## src/rtl/ctrl_pkg.sv

```systemverilog
// Shared encodings for the multicycle control unit: opcodes, ALU/compare ops,
// immediate and writeback selects, FSM states, trap causes and the decoded control bundle.
package ctrl_pkg;

  localparam logic [6:0] OP_LOAD   = 7'h03;
  localparam logic [6:0] OP_FENCE  = 7'h0F;
  localparam logic [6:0] OP_IMM    = 7'h13;
  localparam logic [6:0] OP_AUIPC  = 7'h17;
  localparam logic [6:0] OP_STORE  = 7'h23;
  localparam logic [6:0] OP_REG    = 7'h33;
  localparam logic [6:0] OP_LUI    = 7'h37;
  localparam logic [6:0] OP_BRANCH = 7'h63;
  localparam logic [6:0] OP_JALR   = 7'h67;
  localparam logic [6:0] OP_JAL    = 7'h6F;
  localparam logic [6:0] OP_SYSTEM = 7'h73;

  localparam logic [6:0] F7_BASE = 7'h00;
  localparam logic [6:0] F7_ALT  = 7'h20;

  localparam logic [3:0] ALU_ADD    = 4'd0;
  localparam logic [3:0] ALU_SUB    = 4'd1;
  localparam logic [3:0] ALU_SLL    = 4'd2;
  localparam logic [3:0] ALU_SLT    = 4'd3;
  localparam logic [3:0] ALU_SLTU   = 4'd4;
  localparam logic [3:0] ALU_XOR    = 4'd5;
  localparam logic [3:0] ALU_SRL    = 4'd6;
  localparam logic [3:0] ALU_SRA    = 4'd7;
  localparam logic [3:0] ALU_OR     = 4'd8;
  localparam logic [3:0] ALU_AND    = 4'd9;
  localparam logic [3:0] ALU_PASS_B = 4'd10;

  // Compare ops reuse the branch funct3 values directly.
  localparam logic [2:0] CMP_EQ  = 3'b000;
  localparam logic [2:0] CMP_NE  = 3'b001;
  localparam logic [2:0] CMP_LT  = 3'b100;
  localparam logic [2:0] CMP_GE  = 3'b101;
  localparam logic [2:0] CMP_LTU = 3'b110;
  localparam logic [2:0] CMP_GEU = 3'b111;

  localparam logic [2:0] IMM_I = 3'b000;
  localparam logic [2:0] IMM_S = 3'b001;
  localparam logic [2:0] IMM_B = 3'b010;
  localparam logic [2:0] IMM_U = 3'b011;
  localparam logic [2:0] IMM_J = 3'b100;

  localparam logic [1:0] WB_PC4  = 2'b00;
  localparam logic [1:0] WB_LOAD = 2'b01;
  localparam logic [1:0] WB_ALU  = 2'b10;
  localparam logic [1:0] WB_IMM  = 2'b11;

  localparam logic [1:0] CAUSE_NONE    = 2'b00;
  localparam logic [1:0] CAUSE_ILLEGAL = 2'b01;
  localparam logic [1:0] CAUSE_TIMEOUT = 2'b10;

  typedef enum logic [2:0] {
    S_IDLE   = 3'd0,
    S_FETCH  = 3'd1,
    S_DECODE = 3'd2,
    S_EXEC   = 3'd3,
    S_MEM    = 3'd4,
    S_WB     = 3'd5,
    S_HALT   = 3'd6
  } state_e;

  typedef enum logic [2:0] {
    CLS_ALU, CLS_LOAD, CLS_STORE, CLS_BRANCH, CLS_JUMP, CLS_FENCE, CLS_SYS
  } cls_e;

  typedef struct packed {
    cls_e       cls;
    logic [2:0] imm_sel;
    logic [1:0] alu_sel;
    logic [3:0] alu_op;
    logic [2:0] cmp_op;
    logic [1:0] wb_sel;
    logic       rf_we;
    logic       dmem_we;
    logic [1:0] dmem_bs;
    logic       dmem_se;
  } ctrl_t;

  function automatic logic [1:0] mem_bs(input logic [1:0] size);
    case (size)
      2'b00:   return 2'b01;
      2'b01:   return 2'b10;
      2'b10:   return 2'b11;
      default: return 2'b00;
    endcase
  endfunction

  // alt selects SUB / SRA; callers only raise it where funct7 legally encodes it.
  function automatic logic [3:0] alu_from_f3(input logic [2:0] f3, input logic alt);
    case (f3)
      3'b000:  return alt ? ALU_SUB : ALU_ADD;
      3'b001:  return ALU_SLL;
      3'b010:  return ALU_SLT;
      3'b011:  return ALU_SLTU;
      3'b100:  return ALU_XOR;
      3'b101:  return alt ? ALU_SRA : ALU_SRL;
      3'b110:  return ALU_OR;
      default: return ALU_AND;
    endcase
  endfunction

endpackage

```

## src/rtl/inst_decode.sv

```systemverilog
// Combinational RV32I decoder: instruction word to control bundle plus an illegal flag.
module inst_decode
  import ctrl_pkg::*;
(
  input  logic [31:0] inst,
  output ctrl_t       ctrl,
  output logic        illegal
);

  logic [6:0] opcode;
  logic [2:0] funct3;
  logic [6:0] funct7;
  logic [4:0] rd;

  assign opcode = inst[6:0];
  assign funct3 = inst[14:12];
  assign funct7 = inst[31:25];
  assign rd     = inst[11:7];

  always_comb begin
    ctrl         = '0;
    ctrl.cls     = CLS_ALU;
    ctrl.imm_sel = IMM_I;
    ctrl.alu_op  = ALU_ADD;
    illegal      = 1'b0;
    case (opcode)
      OP_LOAD: begin
        ctrl.cls     = CLS_LOAD;
        ctrl.alu_sel = 2'b11;
        ctrl.wb_sel  = WB_LOAD;
        ctrl.rf_we   = 1'b1;
        ctrl.dmem_bs = mem_bs(funct3[1:0]);
        ctrl.dmem_se = ~funct3[2];
        illegal      = (funct3 == 3'b011) || (funct3[2] && funct3[1]);
      end
      OP_STORE: begin
        ctrl.cls     = CLS_STORE;
        ctrl.imm_sel = IMM_S;
        ctrl.alu_sel = 2'b11;
        ctrl.dmem_we = 1'b1;
        ctrl.dmem_bs = mem_bs(funct3[1:0]);
        illegal      = funct3[2] || (funct3[1:0] == 2'b11);
      end
      OP_IMM: begin
        ctrl.alu_sel = 2'b11;
        ctrl.wb_sel  = WB_ALU;
        ctrl.rf_we   = 1'b1;
        ctrl.alu_op  = alu_from_f3(funct3, (funct3 == 3'b101) && funct7[5]);
        illegal      = ((funct3 == 3'b001) && (funct7 != F7_BASE)) ||
                       ((funct3 == 3'b101) && (funct7 != F7_BASE) && (funct7 != F7_ALT));
      end
      OP_REG: begin
        ctrl.alu_sel = 2'b10;
        ctrl.wb_sel  = WB_ALU;
        ctrl.rf_we   = 1'b1;
        ctrl.alu_op  = alu_from_f3(funct3, funct7[5]);
        illegal      = !((funct7 == F7_BASE) ||
                         ((funct7 == F7_ALT) && ((funct3 == 3'b000) || (funct3 == 3'b101))));
      end
      OP_LUI: begin
        ctrl.imm_sel = IMM_U;
        ctrl.alu_sel = 2'b01;
        ctrl.alu_op  = ALU_PASS_B;
        ctrl.wb_sel  = WB_IMM;
        ctrl.rf_we   = 1'b1;
      end
      OP_AUIPC: begin
        ctrl.imm_sel = IMM_U;
        ctrl.alu_sel = 2'b01;
        ctrl.wb_sel  = WB_ALU;
        ctrl.rf_we   = 1'b1;
      end
      OP_JAL: begin
        ctrl.cls     = CLS_JUMP;
        ctrl.imm_sel = IMM_J;
        ctrl.alu_sel = 2'b01;
        ctrl.wb_sel  = WB_PC4;
        ctrl.rf_we   = 1'b1;
      end
      OP_JALR: begin
        ctrl.cls     = CLS_JUMP;
        ctrl.alu_sel = 2'b11;
        ctrl.wb_sel  = WB_PC4;
        ctrl.rf_we   = 1'b1;
        illegal      = (funct3 != 3'b000);
      end
      OP_BRANCH: begin
        ctrl.cls     = CLS_BRANCH;
        ctrl.imm_sel = IMM_B;
        ctrl.alu_sel = 2'b01;
        ctrl.cmp_op  = funct3;
        illegal      = (funct3[2:1] == 2'b01);
      end
      OP_FENCE: begin
        ctrl.cls = CLS_FENCE;
        illegal  = (funct3[2:1] != 2'b00);
      end
      OP_SYSTEM: begin
        // Only ECALL and EBREAK; CSR access is not supported by this core.
        ctrl.cls = CLS_SYS;
        illegal  = (inst != 32'h0000_0073) && (inst != 32'h0010_0073);
      end
      default: illegal = 1'b1;
    endcase
    if (rd == 5'd0) ctrl.rf_we = 1'b0;
  end

endmodule

```

## src/rtl/multicycle_control.sv

```systemverilog
// Multicycle RV32I control FSM: fetch/decode/exec/mem/wb sequencing, memory
// handshakes with timeout, trap reporting and a retired-instruction counter.
module multicycle_control
  import ctrl_pkg::*;
#(
  parameter int MEM_TIMEOUT = 16,
  parameter int CNT_W       = 32
) (
  input  logic             clk,
  input  logic             rst_n,
  input  logic             start,
  input  logic [31:0]      inst,
  output logic             imem_req,
  input  logic             imem_ack,
  output logic             dmem_req,
  input  logic             dmem_ack,
  output logic             dmem_we,
  output logic [1:0]       dmem_bs,
  output logic             dmem_se,
  input  logic             branch_taken,
  output logic             ir_we,
  output logic             pc_we,
  output logic             pc_sel,
  output logic [2:0]       imm_sel,
  output logic [1:0]       alu_sel,
  output logic [3:0]       alu_op,
  output logic [2:0]       cmp_op,
  output logic             rf_we,
  output logic [1:0]       wb_sel,
  output logic             halted,
  output logic             trap,
  output logic [1:0]       trap_cause,
  output logic [CNT_W-1:0] retired,
  output logic [2:0]       dbg_state
);

  localparam int WAIT_W = (MEM_TIMEOUT > 1) ? $clog2(MEM_TIMEOUT) : 1;
  localparam logic [WAIT_W-1:0] WAIT_LAST = WAIT_W'(MEM_TIMEOUT - 1);

  state_e             state_q, state_d;
  logic [31:0]        ir_q;
  ctrl_t              ctrl_q, dec_ctrl;
  logic               dec_illegal;
  logic [WAIT_W-1:0]  wait_cnt_q;
  logic               trap_q;
  logic [1:0]         cause_q;
  logic [CNT_W-1:0]   retired_q;
  logic               commit, wait_inc, set_trap, timeout_hit;
  logic [1:0]         set_cause;

  inst_decode u_decode (
    .inst    (ir_q),
    .ctrl    (dec_ctrl),
    .illegal (dec_illegal)
  );

  // Checked after the ack, so an ack landing on the last allowed cycle still wins.
  assign timeout_hit = (MEM_TIMEOUT != 0) && (wait_cnt_q == WAIT_LAST);

  always_comb begin
    state_d   = state_q;
    imem_req  = 1'b0;
    dmem_req  = 1'b0;
    dmem_we   = 1'b0;
    dmem_bs   = 2'b00;
    dmem_se   = 1'b0;
    ir_we     = 1'b0;
    pc_we     = 1'b0;
    pc_sel    = 1'b0;
    imm_sel   = 3'b000;
    alu_sel   = 2'b00;
    alu_op    = 4'd0;
    cmp_op    = 3'b000;
    rf_we     = 1'b0;
    wb_sel    = 2'b00;
    commit    = 1'b0;
    wait_inc  = 1'b0;
    set_trap  = 1'b0;
    set_cause = CAUSE_NONE;
    if (state_q inside {S_EXEC, S_MEM, S_WB}) begin
      imm_sel = ctrl_q.imm_sel;
      alu_sel = ctrl_q.alu_sel;
      alu_op  = ctrl_q.alu_op;
      cmp_op  = ctrl_q.cmp_op;
      wb_sel  = ctrl_q.wb_sel;
    end
    case (state_q)
      S_IDLE: if (start) state_d = S_FETCH;
      S_FETCH: begin
        imem_req = 1'b1;
        if (imem_ack) begin
          ir_we   = 1'b1;
          state_d = S_DECODE;
        end else if (timeout_hit) begin
          set_trap  = 1'b1;
          set_cause = CAUSE_TIMEOUT;
          state_d   = S_HALT;
        end else begin
          wait_inc = 1'b1;
        end
      end
      S_DECODE: begin
        if (dec_illegal) begin
          set_trap  = 1'b1;
          set_cause = CAUSE_ILLEGAL;
          state_d   = S_HALT;
        end else if (dec_ctrl.cls == CLS_SYS) begin
          state_d = S_HALT;
        end else if (dec_ctrl.cls == CLS_FENCE) begin
          state_d = S_WB;
        end else begin
          state_d = S_EXEC;
        end
      end
      S_EXEC: begin
        case (ctrl_q.cls)
          CLS_BRANCH: begin
            pc_we   = 1'b1;
            pc_sel  = branch_taken;
            commit  = 1'b1;
            state_d = S_FETCH;
          end
          CLS_LOAD, CLS_STORE: state_d = S_MEM;
          default:             state_d = S_WB;
        endcase
      end
      S_MEM: begin
        dmem_req = 1'b1;
        dmem_we  = ctrl_q.dmem_we;
        dmem_bs  = ctrl_q.dmem_bs;
        dmem_se  = ctrl_q.dmem_se;
        if (dmem_ack) begin
          if (ctrl_q.cls == CLS_STORE) begin
            pc_we   = 1'b1;
            commit  = 1'b1;
            state_d = S_FETCH;
          end else begin
            state_d = S_WB;
          end
        end else if (timeout_hit) begin
          set_trap  = 1'b1;
          set_cause = CAUSE_TIMEOUT;
          state_d   = S_HALT;
        end else begin
          wait_inc = 1'b1;
        end
      end
      S_WB: begin
        rf_we   = ctrl_q.rf_we;
        pc_we   = 1'b1;
        pc_sel  = (ctrl_q.cls == CLS_JUMP);
        commit  = 1'b1;
        state_d = S_FETCH;
      end
      S_HALT: state_d = S_HALT;
      default: state_d = S_IDLE;
    endcase
  end

  always_ff @(posedge clk or negedge rst_n) begin
    if (!rst_n) begin
      state_q    <= S_IDLE;
      ir_q       <= '0;
      ctrl_q     <= '0;
      wait_cnt_q <= '0;
      trap_q     <= 1'b0;
      cause_q    <= CAUSE_NONE;
      retired_q  <= '0;
    end else begin
      state_q    <= state_d;
      wait_cnt_q <= wait_inc ? wait_cnt_q + 1'b1 : '0;
      if (ir_we) ir_q <= inst;
      if (state_q == S_DECODE) ctrl_q <= dec_ctrl;
      if (set_trap) begin
        trap_q  <= 1'b1;
        cause_q <= set_cause;
      end
      if (commit) retired_q <= retired_q + 1'b1;
    end
  end

  assign halted     = (state_q == S_HALT);
  assign trap       = trap_q;
  assign trap_cause = cause_q;
  assign retired    = retired_q;
  assign dbg_state  = state_q;

endmodule

```

## config.mk

```make
export PLATFORM = sky130hd
export DESIGN_NAME = multicycle_control
export DESIGN_NICKNAME = d
export VERILOG_FILES = /design/src/rtl/ctrl_pkg.sv /design/src/rtl/inst_decode.sv /design/src/rtl/multicycle_control.sv
export SDC_FILE = /design/constraint.sdc
export NUM_CORES = 1
export LEC_CHECK = 0
export BUFFER_PORTS_ARGS = -buffer_cell sky130_fd_sc_hd__buf_2
export CAP_MARGIN = 5
export CORE_UTILIZATION = 40
export DETAILED_ROUTE_END_ITERATION = 12
export HOLD_SLACK_MARGIN = 0.15
export PLACE_DENSITY_LB_ADDON = 0.15
export SYNTH_ARGS = -nofsm -noshare
export SYNTH_HDL_FRONTEND = slang
export SYNTH_SLANG_ARGS = --single-unit
```

## constraint.sdc

```tcl
create_clock -name clk -period 3.8 [get_ports clk]
set_input_delay 0 -clock clk [delete_from_list [all_inputs] [get_ports clk]]
set_output_delay 0 -clock clk [all_outputs]
set_load 0.01 [all_outputs]
```

==> results.toml <==
[grt]
grt_max_degree = 72
overflow = 0
grt_util_met3_pct = 4.08
grt_busiest_layer = "met2"
grt.total_usage_pct = 18.2
grt.met1_usage_pct = 23.0
antenna_found_initial = 0
grt_pass1_wl_um = 18000
grt_pass1_vias = 3713
use_met2_pct = 30.5

[floorplan]
core_area_um2 = 11600
die_h_um = 112
die_x_um = 112
die_area_um2 = 12500
io_pins = 101
initial_core_util_pct = 41.6
rows = 39

[cts]
cts_max_level = 3
clock_path_buffers = 2
clk_latency_ns = 0.35
ctsResizeCount = 0
clockRootBuffer = "clkbuf_16"
cts_tree = "built"
clkTransAtPathRegs_ns = 0.07
cts_buffers = 9
cts.sinks = 95

[synthesis]
yosysUniqueCellTypes = 62
synth-seq-cells = 95
mappedNetlistNets = 509
synth_edf_count = 0
yosysWarnings = 0
synth-async-reset-ratio_pct = 100
synth_area_um2 = 4810
yosysSeqAreaShare_pct = 49.4
ys.flop_type = "dfrtp_1"
avgSynthCellArea_um2 = 10.4
netlist_instances = 465

[place]
routabilityCongestion = 0.828
port_buffers = 99
dp_hpwl_um = 7570

[timing]
worstMarginPinSlew_ns = 0.895
fin_tns_setup_ns = 0
setup_violations = 0
final.min_clock_period_ns = 2.45
final_hold_viol_count = 0
rsz0062_at_grt = "false"
fin_skew_ns = 0.00768
fmax_mhz = 409
slew_headroom_pct = 40.3
drv_slew = 0
post-route-period-util_pct = 64.4

[outcome]
outcome = "finished with violations"
violations = "design-rule violations"

[cells_and_area]
area.sequential_um2 = 2380
nets = 635
multiInputGateArea_um2 = 2260
drive_gt1_share_pct = 27.9
final_common_cell = "buf_2"
antenna_cells = 0
syn_to_final_growth_pct = 25.9
utilization_pct = 52.4
fill_cells = 1058
final_cell_mix = "98 x buf_2, 95 x dfrtp_1, 53 x nand2_1"

[detailed_routing]
wirelength_um = 10700
drc = 6
firstDrtPassIters = 8
routed_via_density = 5.13
wire_per_inst_um = 14.5
vias = 3794
drt_iter0_drc = 253
antenna_left = 0

[power]
powerDensity_nw_per_um2 = 616
leakage_nw = 2.82
p_total_w = 0.00373
vdd_drop_max_v = 0.000481

[setup_path]
end_kind = "flip-flop"
arrival_ns = 2.64
r2r_slack_ns = 1.35
critPathMaxFanout = 6
critical_path_required_ns = 4.00
crit_path_start_kind = "flip-flop"
worstSetupPathType = "flip-flop to flip-flop"

[run]
max_cap_viol_count = 0

[min_path]
hold_path.class = "primary input to flip-flop"
critical path, cell delays in order (launching register included):
cell	delay, ns
dfrtp_1	0.44
inv_1	0.15
ha_1	0.25
nor2b_1	0.38
nand4_1	0.17
nor3_1	0.25
o221ai_1	0.13
and4b_1	0.41
o22ai_1	0.12
final timing paths:
check                           cells after the start             to     startpoint
max in group asynchronous                           3    retired[26]          rst_n
worst max-delay path                                8  trap_cause[0]       ir_q[13]
worst min register to register                      1  wait_cnt_q[0]  wait_cnt_q[0]
worst min-delay path                                5   dbg_state[1]       dmem_ack
min in group asynchronous                           2     retired[5]          rst_n
worst max register to register                      8  trap_cause[0]       ir_q[13]
cell families after synthesis:
logic type                 share of synthesized area, %
and+or+nand+nor                                    23.9
DFF                                                49.4
AOI/OAI and AO/OA                                  8.92
xor gates and xnor gates                           6.19
buffers and inverters                              3.69
muxes                                              6.32
adders and majority gates                          1.56
cell type report:
cell class,instances,share of cell area [%]
inverter,11,0.682
tap,143,2.95
clock inverter,6,1.53
timing repair buffer,137,14.4
multi-input combinational,337,37.3
sequential,95,39.2
clock buffer,10,3.94
cell usage after synthesis, drive strengths merged (3+ instances only):
| cell | number | area share (%) |
|---|---|---|
| a21oi | 7 | 0.73 |
| nor2b | 3 | 0.39 |
| dfrtp | 95 | 49 |
| and4 | 4 | 0.81 |
| inv | 11 | 0.86 |
| a31oi | 4 | 0.52 |
| nand4 | 15 | 2.6 |
| a22o | 3 | 0.55 |
| xor2 | 8 | 1.5 |
| nor2 | 35 | 2.7 |
| xnor2 | 26 | 4.7 |
| nand3 | 25 | 2.7 |
| and2 | 21 | 2.7 |
| and3 | 4 | 0.62 |
| nor4 | 5 | 0.91 |
| nand2b | 9 | 1.2 |
| nor3 | 18 | 2.1 |
| nand2 | 55 | 4.4 |
| o21ai | 21 | 2.2 |
| o21bai | 3 | 0.47 |
| o22ai | 5 | 0.65 |
| ha | 6 | 1.6 |
| clkbuf | 8 | 0.62 |
| o31ai | 3 | 0.47 |
| nand3b | 3 | 0.47 |
| mux2 | 27 | 6.3 |
| a32o | 3 | 0.62 |
| buf | 14 | 2.2 |
power by group:
group          leakage (nW)  internal (W)  switching, W
registers              1.21       0.00127      0.000312
clock network         0.155      0.000598      0.000397
logic                  1.45      0.000541      0.000607
state kept, by name (all words and copies together) (netlist names):
| register | cells |
|---|---|
| trap | 1 |
| trap_cause | 2 |
| ctrl_q | 22 |
| retired | 32 |
| wait_cnt_q | 4 |
| dbg_state | 3 |
| ir_q | 31 |
routing by layer:
metal / routed length, um / vias to the layer above / part of all wire [%]
met2: 5210 / 94 / 49
met1: 4900 / 1802 / 46
met5: 0 / - / 0
li1: - / 1884 / -
met4: 174 / 0 / 1.6
met3: 461 / 14 / 4.3
what timing repair did:
item,CTS,global route
setup buffers,0,0
hold buffers,35,0
endpoints found under the hold margin,103,0
per-stage QoR:
stage | area (um^2) | cells | setup slack [ns] | hold slack, ns
floorplan | 4810 | 465 | 1.87 | -0.296
global placement | 5380 | 688 | 1.53 | 0.182
detailed placement | 5380 | 688 | 1.40 | 0.194
CTS | 6060 | 739 | 1.35 | 0.164
global route | 6060 | 739 | 1.24 | 0.194
finish | 6060 | 739 | 1.35 | 0.166
No activity file was read; power rests on OpenSTA's default activity.
